--- config.mk ---
export PLATFORM = sky130hd
export DESIGN_NAME = fifo_wr_arbiter_flat
export DESIGN_NICKNAME = d
export VERILOG_FILES = /design/src/rtl/fifo_wr_arbiter_pkg.sv /design/src/rtl/fifo_wr_arbiter_if.sv /design/src/rtl/fifo_wr_arbiter_rr_arb2.sv /design/src/rtl/fifo_wr_arbiter.sv /design/src/flat_wrapper.sv
export SDC_FILE = /design/constraint.sdc
export NUM_CORES = 1
export LEC_CHECK = 0
export ABC_CLOCK_PERIOD_IN_PS = 1500
export CAP_MARGIN = 20
export CORE_MARGIN = 2
export CORE_UTILIZATION = 40
export CTS_BUF_LIST = sky130_fd_sc_hd__clkbuf_16
export CTS_CLUSTER_DIAMETER = 50
export CTS_CLUSTER_SIZE = 14
export DETAILED_ROUTE_END_ITERATION = 8
export PLACE_DENSITY = 0.76
export SYNTH_ARGS = -nofsm -noshare
export SYNTH_HDL_FRONTEND = slang
export SYNTH_HIERARCHICAL = 1
export SYNTH_SLANG_ARGS = --single-unit
--- constraint.sdc ---
create_clock -name w_clk -period 1.5 [get_ports w_clk]
set_input_delay 0.15 -clock w_clk [delete_from_list [all_inputs] [get_ports w_clk]]
set_output_delay 0.15 -clock w_clk [all_outputs]
set_load 0.05 [all_outputs]
--- src/rtl/fifo_wr_arbiter_pkg.sv ---
// Shared definitions for the FIFO write-side arbiter: FSM states, source IDs
// and default widths.
package fifo_pkg;

    typedef enum logic {
        ST_IDLE = 1'b0,
        ST_HI   = 1'b1
    } state_e;

    localparam logic SRC0 = 1'b0;
    localparam logic SRC1 = 1'b1;

    localparam int DATA_WIDTH_DFLT = 8;
    localparam int CNT_WIDTH_DFLT  = 8;

endpackage : fifo_pkg

--- src/rtl/fifo_wr_arbiter_if.sv ---
// Handshake and FIFO write-port bundle between the two requesters, the
// arbiter and the FIFO memory.
interface fifo_wr_arbiter_if #(
    parameter int DATA_WIDTH = 8,
    parameter int CNT_WIDTH  = 8
);
    logic                    arb_en;
    logic                    req0;
    logic [DATA_WIDTH-1:0]   d0;
    logic                    ack0;
    logic                    req1;
    logic [2*DATA_WIDTH-1:0] d1;
    logic                    ack1;
    logic                    w_full;
    logic                    w_inc;
    logic [DATA_WIDTH-1:0]   w_data;
    logic                    busy;
    logic [CNT_WIDTH-1:0]    wr_cnt;

    // Requesters plus FIFO status side
    modport master (
        output arb_en, req0, d0, req1, d1, w_full,
        input  ack0, ack1, w_inc, w_data, busy, wr_cnt
    );

    modport slave (
        input  arb_en, req0, d0, req1, d1, w_full,
        output ack0, ack1, w_inc, w_data, busy, wr_cnt
    );
endinterface : fifo_wr_arbiter_if

--- src/rtl/fifo_wr_arbiter_rr_arb2.sv ---
// Two-way round-robin grant: on a tie, the source not granted last time wins.
module rr_arb2
    import fifo_pkg::*;
(
    input  logic req0_i,
    input  logic req1_i,
    input  logic last_gnt_i,
    output logic gnt0_o,
    output logic gnt1_o
);

    always_comb begin
        gnt0_o = req0_i & (!req1_i || (last_gnt_i == SRC1));
        gnt1_o = req1_i & (!req0_i || (last_gnt_i == SRC0));
    end

endmodule : rr_arb2

--- src/rtl/fifo_wr_arbiter.sv ---
// Write-domain sequencer sharing the FIFO write port between a single-word
// source and a two-word (LSB then MSB) atomic burst source.
module fifo_wr_arbiter
    import fifo_pkg::*;
#(
    parameter int DATA_WIDTH = DATA_WIDTH_DFLT,
    parameter int CNT_WIDTH  = CNT_WIDTH_DFLT
) (
    input  logic              w_clk,
    input  logic              w_rst_n,
    fifo_wr_arbiter_if.slave  bus
);

    state_e                state_q, state_d;
    logic                  last_gnt_q, last_gnt_d;
    logic [DATA_WIDTH-1:0] msb_q, msb_d;
    logic [DATA_WIDTH-1:0] w_data_q, w_data_d;
    logic                  w_inc_q, w_inc_d;
    logic                  ack0_q, ack0_d;
    logic                  ack1_q, ack1_d;
    logic [CNT_WIDTH-1:0]  wr_cnt_q;

    logic slot_free;
    logic commit;
    logic gnt0, gnt1;

    // A held word (w_inc & w_full) blocks every load until it commits
    assign slot_free = !w_inc_q || !bus.w_full;
    assign commit    = w_inc_q && !bus.w_full;

    rr_arb2 u_rr_arb2 (
        .req0_i     (bus.req0 & bus.arb_en),
        .req1_i     (bus.req1 & bus.arb_en),
        .last_gnt_i (last_gnt_q),
        .gnt0_o     (gnt0),
        .gnt1_o     (gnt1)
    );

    always_comb begin
        state_d    = state_q;
        last_gnt_d = last_gnt_q;
        msb_d      = msb_q;
        w_data_d   = w_data_q;
        w_inc_d    = w_inc_q;
        ack0_d     = 1'b0;
        ack1_d     = 1'b0;

        if (slot_free) begin
            unique case (state_q)
                ST_IDLE: begin
                    w_inc_d = 1'b0;
                    if (gnt0) begin
                        w_data_d   = bus.d0;
                        w_inc_d    = 1'b1;
                        ack0_d     = 1'b1;
                        last_gnt_d = SRC0;
                    end else if (gnt1) begin
                        w_data_d   = bus.d1[DATA_WIDTH-1:0];
                        msb_d      = bus.d1[2*DATA_WIDTH-1:DATA_WIDTH];
                        w_inc_d    = 1'b1;
                        ack1_d     = 1'b1;
                        last_gnt_d = SRC1;
                        state_d    = ST_HI;
                    end
                end
                // Burst tail: no arbitration, arb_en and req0 are ignored
                ST_HI: begin
                    w_data_d = msb_q;
                    w_inc_d  = 1'b1;
                    state_d  = ST_IDLE;
                end
            endcase
        end
    end

    always_ff @(posedge w_clk or negedge w_rst_n) begin
        if (!w_rst_n) begin
            state_q    <= ST_IDLE;
            last_gnt_q <= SRC1;
            msb_q      <= '0;
            w_data_q   <= '0;
            w_inc_q    <= 1'b0;
            ack0_q     <= 1'b0;
            ack1_q     <= 1'b0;
            wr_cnt_q   <= '0;
        end else begin
            state_q    <= state_d;
            last_gnt_q <= last_gnt_d;
            msb_q      <= msb_d;
            w_data_q   <= w_data_d;
            w_inc_q    <= w_inc_d;
            ack0_q     <= ack0_d;
            ack1_q     <= ack1_d;
            wr_cnt_q   <= wr_cnt_q + CNT_WIDTH'(commit);
        end
    end

    assign bus.w_inc  = w_inc_q;
    assign bus.w_data = w_data_q;
    assign bus.ack0   = ack0_q;
    assign bus.ack1   = ack1_q;
    assign bus.busy   = (state_q == ST_HI) || w_inc_q;
    assign bus.wr_cnt = wr_cnt_q;

endmodule : fifo_wr_arbiter

--- src/flat_wrapper.sv ---
// flat-port wrapper written by rule: the top's interface ports become plain ports
module fifo_wr_arbiter_flat import fifo_pkg::*;
#(
    parameter int DATA_WIDTH = DATA_WIDTH_DFLT,
    parameter int CNT_WIDTH  = CNT_WIDTH_DFLT
)
  (w_clk, w_rst_n, bus_arb_en, bus_req0, bus_d0, bus_req1, bus_d1, bus_w_full, bus_ack0, bus_ack1, bus_w_inc, bus_w_data, bus_busy, bus_wr_cnt);
  fifo_wr_arbiter_if #(.DATA_WIDTH(DATA_WIDTH), .CNT_WIDTH(CNT_WIDTH)) bus_i ();
  input  logic w_clk;
  input  logic w_rst_n;
  input wire logic [$bits(bus_i.arb_en)-1:0] bus_arb_en;
  input wire logic [$bits(bus_i.req0)-1:0] bus_req0;
  input wire logic [$bits(bus_i.d0)-1:0] bus_d0;
  input wire logic [$bits(bus_i.req1)-1:0] bus_req1;
  input wire logic [$bits(bus_i.d1)-1:0] bus_d1;
  input wire logic [$bits(bus_i.w_full)-1:0] bus_w_full;
  output wire logic [$bits(bus_i.ack0)-1:0] bus_ack0;
  output wire logic [$bits(bus_i.ack1)-1:0] bus_ack1;
  output wire logic [$bits(bus_i.w_inc)-1:0] bus_w_inc;
  output wire logic [$bits(bus_i.w_data)-1:0] bus_w_data;
  output wire logic [$bits(bus_i.busy)-1:0] bus_busy;
  output wire logic [$bits(bus_i.wr_cnt)-1:0] bus_wr_cnt;
  assign bus_i.arb_en = bus_arb_en;
  assign bus_i.req0 = bus_req0;
  assign bus_i.d0 = bus_d0;
  assign bus_i.req1 = bus_req1;
  assign bus_i.d1 = bus_d1;
  assign bus_i.w_full = bus_w_full;
  assign bus_ack0 = bus_i.ack0;
  assign bus_ack1 = bus_i.ack1;
  assign bus_w_inc = bus_i.w_inc;
  assign bus_w_data = bus_i.w_data;
  assign bus_busy = bus_i.busy;
  assign bus_wr_cnt = bus_i.wr_cnt;
  fifo_wr_arbiter #(.DATA_WIDTH(DATA_WIDTH), .CNT_WIDTH(CNT_WIDTH)) u_core (.w_clk(w_clk), .w_rst_n(w_rst_n), .bus(bus_i));
endmodule
Word level (Yosys, flattened, before mapping) --
Cells that the tools add are included.
Word-level totals: input bits 30, bits in registers 29
Cells by class: bitwise gates (word level) 7, reduce and logical (&&, ||, !) cells 13, muxes and demuxes 15, $add $sub $neg 1, equality and inequality tests 1
Operators with widths (number):
- 8-bit two-way mux | 2
- 8-bit one-hot mux with 2 select lines | 1
- 1-bit two-way mux | 10
- 8-bit by 1-bit adder with 8-bit output | 1
- 1-bit AND | 4
- 1-bit logical NOT | 4
- 1-bit logical OR | 4
- 1-bit one-hot mux with 2 select lines | 2
- 4-bit AND reduction | 1
- 3-bit by 1-bit inequality test with 1-bit output, second input constant | 1
- 1-bit inverter | 3
- 3-bit AND reduction | 1
- 2-bit AND reduction | 1
- 2-bit nonzero test | 1
- 1-bit logical AND | 1

Longest topological paths before layout --
depth after elaboration 8, gate-level depth with buffers 6, mapped depth without buffers 5

By module --
The synthesis kept the hierarchy.
By module, submodules not included:
- fifo_wr_arbiter | times used 1, cells an instance 107, area each 1361.3 um2
- rr_arb2 | times used 1, cells an instance 3, area each 18.8 um2

Least setup slack after synthesis --
OpenSTA, ideal clock, no wires.
path kind register to register, from register u_core.w_inc_q (netlist: u_core/bus.w_inc), to register u_core.wr_cnt_q[7] (netlist: u_core/bus.wr_cnt[7]), period minus slack after synthesis 1.628 ns, setup time 0.082 ns, stages on the path, launching flop included 6, data required time 1.418 ns, slack -0.128 ns, buffers on the path 0, data arrival time 1.546 ns, cell sequence dfrtp_1 > and2b_2 > ha_1 > nand3_1 > nor3_1 > xor2_1
On the way: longest elaborated chain between the ends 2
Ends and longest elaborated chain:
- start, declared | line fifo_wr_arbiter.sv:18 | logic w_inc_q, w_inc_d;
- start signal, assigned | line fifo_wr_arbiter.sv:91 | w_inc_q <= w_inc_d;
- 1-bit logical AND | line fifo_wr_arbiter.sv:29 | assign commit = w_inc_q && !bus.w_full;
- 8-bit by 1-bit adder with 8-bit output | line fifo_wr_arbiter.sv:94 | wr_cnt_q <= wr_cnt_q + CNT_WIDTH'(commit);
- end signal, assigned | line fifo_wr_arbiter.sv:94
- end, declared | line fifo_wr_arbiter.sv:21 | logic [CNT_WIDTH-1:0] wr_cnt_q;
Every way passes these cells. A chain may end at the register's enable or synchronous reset.

Worst setup path after layout --
from register u_core.last_gnt_q, to register u_core.w_data_q[5] (netlist: u_core/bus.w_data[5])
On the way: elaborated cells between the ends (all ways) 9, classes of those cells eq/ne (1); mux (2); bitwise (3); reduce/logical (3)
RTL lines:
- start, declared | line fifo_wr_arbiter.sv:15 | logic last_gnt_q, last_gnt_d;
- start signal, assigned | line fifo_wr_arbiter.sv:88 | last_gnt_q <= last_gnt_d;
- 1-bit logical OR * | line fifo_wr_arbiter_rr_arb2.sv:13 | gnt0_o = req0_i & (!req1_i || (last_gnt_i == SRC1));
- 1-bit AND * | line fifo_wr_arbiter_rr_arb2.sv:13
- net u_core.gnt0 | line fifo_wr_arbiter.sv:25 | logic gnt0, gnt1;
- 8-bit two-way mux or 3-bit by 1-bit inequality test with 1-bit output (tied branches)
- 8-bit one-hot mux with 2 select lines or 2-bit AND reduction (tied branches)
- end signal, assigned | line fifo_wr_arbiter.sv:90 | w_data_q <= w_data_d;
- end, declared | line fifo_wr_arbiter.sv:17 | logic [DATA_WIDTH-1:0] w_data_q, w_data_d;
Mark *: on every way through the listed nets, which the timed path passes. The rest lies on a longest branch.

==> summary.txt <==
crit start category: flop
Crit path max-delay family: flip-flops
slew margin rel.: 75.8%
fin util: 65.1%
P per Cell Area: 1780 mW/mm²
TritonCTS clock tree: built
Finished Cell Area: 0.00217 mm²
failing checks: negative setup slack
Initial Utilization: 41.4%
nets: 207
Syn Std Cell Area: 0.00138 mm²
Slew @ Worst Pin: 364 ps
DIE HEIGHT: 62.7 µm
first-pass GRT wire length: 5070 µm
post-synthesis sequential area ratio: 52.7%
1st-iter DRT viols: 56
Crit. End Element: flop
Worst VDD drop: 0.923 mV
Setup Crit Path Kind: flop to flop
I/O Buffers: 49
H-tree Lvls: 2
endpoints failing setup: 15
CTS max path bufs: 2
part of the power in registers: 32.0%
Max Used Layer: met4
Placer Congestion: 0.758
outcome: finished, violations left
met2 wire len: 1560 µm
Fmax achieved: 0.638 GHz
Syn-to-layout area delta: 57.4%
#FFs+latches synth: 29
Skew-Pair Late Insertion Delay: 270 ps
Reg2Reg Launch Point: u_core/last_gnt_q
DRT met1 WL: 1250 µm
number of synthesis warnings: 6
Final Max Slew Viols: 0
Clock transition at path regs: 50 ps
root buffer cell: clkbuf_16
1st-pass router iterations: 4
Clock Sinks: 29
pin count of the biggest net entering global routing: 30
final hold vios: 0
ANT nets after route: 0
number of enable flip-flop cells after synthesis: 0
antenna cells: 0
Overflow after GRT: 0
Syn Area/Cell: 12.5 µm²
clk_skew: 3.26 ps
Pint: 0.00244 W
syn nets: 142
Required @ worst endpoint: 1650 ps
combinational power share: 39.8%
critical path arrival: 1720 ps
DR WL met3: 252 µm
share of cells above drive strength 1: 38.6%
Rows: 21
DRC: 0
CTS buffer count: 5
placed cell areas: 0.00194 mm²
post-route setup slack: -66.5 ps
RR Endpoint: u_core/bus.w_data[5]
Die Width: 62.7 µm
pre-CTS setup slack: -349 ps
clock power share: 28.1%
vias in the first global route: 1,129
post-synthesis cell type count: 30
Post-synth ARST share: 100%
highest net fanout along the worst path: 9
Final Power: 0.00386 W
R2R cell count: 6
Max-Cap Viols: 0
RSZ-0062 raised after global routing: yes
die area: 0.00394 mm²
most common flop cell mapped by yosys: dfrtp_1
cell leakage power: 1.02 nW
Worst R2R Setup Slack: -70 ps
fin crit share: 104%
crit-path max cell delay: 530 ps
antenna violations before repair: 0
routed vias: 1,077
routed vias/inst: 4.85
GRT Util Overall: 17.1%
Synth Instances: 110
Routed WL: 3100 µm
worst-path cell chain: inv_2 > a21boi_4 > buf_12 > mux2_2 > mux2i_1 > o21ai_1
# IOs: 50
Min-Delay Path Class: input pin to asynchronous set/reset pin
total core area: 0.00334 mm²
Sw Ratio: 36.9%
routed len/inst: 14.0 µm
slowest stage cell on the critical path: dfstp_2
CP Buf/Inv Count: 2
Switching Power: 0.00142 W
Detailed Place HPWL: 2280 µm
min Tclk post-route: 1570 ps
==> sequential cells by signal, summed over array words and instances, names as in the netlist <==
register and flops:
u_core/bus.w_data 8, u_core/bus.wr_cnt 8, u_core/msb_q 8, u_core/bus.ack0 1
u_core/bus.ack1 1, u_core/bus.w_inc 1, u_core/last_gnt_q 1, u_core/state_q 1
==> cell families after synthesis <==
family | after synthesis | share of synthesized area (%)
flip-flops | 29 | 52.7
XOR/XNOR | 6 | 3.81
AO/OA/AOI/OAI | 20 | 7.89
adder cells (fa/ha/maj) | 2 | 1.81
AND/OR/NAND/NOR | 22 | 8.89
multiplexers | 24 | 21.0
buffers and inverters | 7 | 3.90
==> power by group through the flow <==
stage | Clock [W] | Combinational (W) | Sequential, W
2_1_floorplan | 0 | 0.000441 | 0.00177
3_3_place_gp | 0 | 0.00146 | 0.00123
3_5_place_dp | 0 | 0.00150 | 0.00124
4_1_cts | 0.00112 | 0.00152 | 0.00124
5_1_grt | 0.00115 | 0.00162 | 0.00127
6_report | 0.00109 | 0.00154 | 0.00124
==> layout by cell type, fill, tap and decap left out, types with 2 or more instances in the layout <==
cell type,Yosys,routed
nand3_1,3,3
ha_1,2,2
and2_1,3,2
buf_6,3,2
inv_1,2,2
o21ai_1,8,10
clkdlybuf4s50_1,0,29
nor2_1,3,3
xor2_1,3,3
dfrtp_1,28,27
mux2i_1,8,8
buf_4,1,30
and2_4,1,2
xnor2_1,3,3
nand2_1,5,5
mux2_2,8,3
o21ai_0,8,6
mux2_4,8,13
clkbuf_16,0,5
buf_12,0,2
==> synth_stat cells, drive strengths merged, types with 3 or more instances <==
library cell / count / area, µm²
and2: 4 / 27.5
buf: 5 / 46.3
mux2: 16 / 210
o21ai: 16 / 80.1
xnor2: 3 / 26.3
nand2: 5 / 18.8
dfrtp: 28 / 701
xor2: 3 / 26.3
mux2i: 8 / 80.1
nor2: 3 / 11.3
nand3: 3 / 15.0
==> routing by layer <==
| layer | up-vias | track usage, % |
|---|---|---|
| met2 | 44 | 29.0 |
| met4 | 0 | 6.67 |
| met3 | 4 | 7.57 |
| li1 | 514 | - |
| met1 | 515 | 18.7 |
| met5 | - | 0 |
==> area by class of cell <==
type                       instances  area (µm²)
fill                             289        1160
sequential                        29         728
multi-input combinational         74         638
timing repair buffer              63         578
clock buffer                       5         125
tap                               46        57.6
clock inverter                     3        37.5
inverter                           2        7.51
==> timing repair <==
item / in CTS / in global routing
hold buffers: 0 / 0
gates resized for setup: 10 / 5
endpoints found under the hold margin: 0 / 0
endpoints found under the setup margin: 16 / 16
buffers inserted: 2 / 2
==> worst max path at each step <==
| stage | startpoint | end | slack [ps] | cells past startpoint |
|---|---|---|---|---|
| after floorplan | u_core/last_gnt_q | u_core/bus.w_data[0] | 0.0007 | 6 |
| after global placement | bus_arb_en | u_core/bus.w_data[0] | -300 | 7 |
| after detailed placement | bus_arb_en | u_core/bus.w_data[6] | -350 | 7 |
| after CTS | u_core/last_gnt_q | u_core/bus.w_data[2] | -70 | 6 |
| after global routing | u_core/last_gnt_q | u_core/bus.w_data[2] | -160 | 6 |
| final | u_core/last_gnt_q | u_core/bus.w_data[5] | -70 | 6 |
==> stage by stage <==
step           hold slack [ps]  std cells  TNS [ps]
2_1_floorplan             -146        110         0
3_3_place_gp               460        210     -4930
3_5_place_dp               464        210     -5590
4_1_cts                    286        220      -735
5_1_grt                    304        222     -1630
6_report                   272        222      -700
Power figures use the tool's default switching activity.
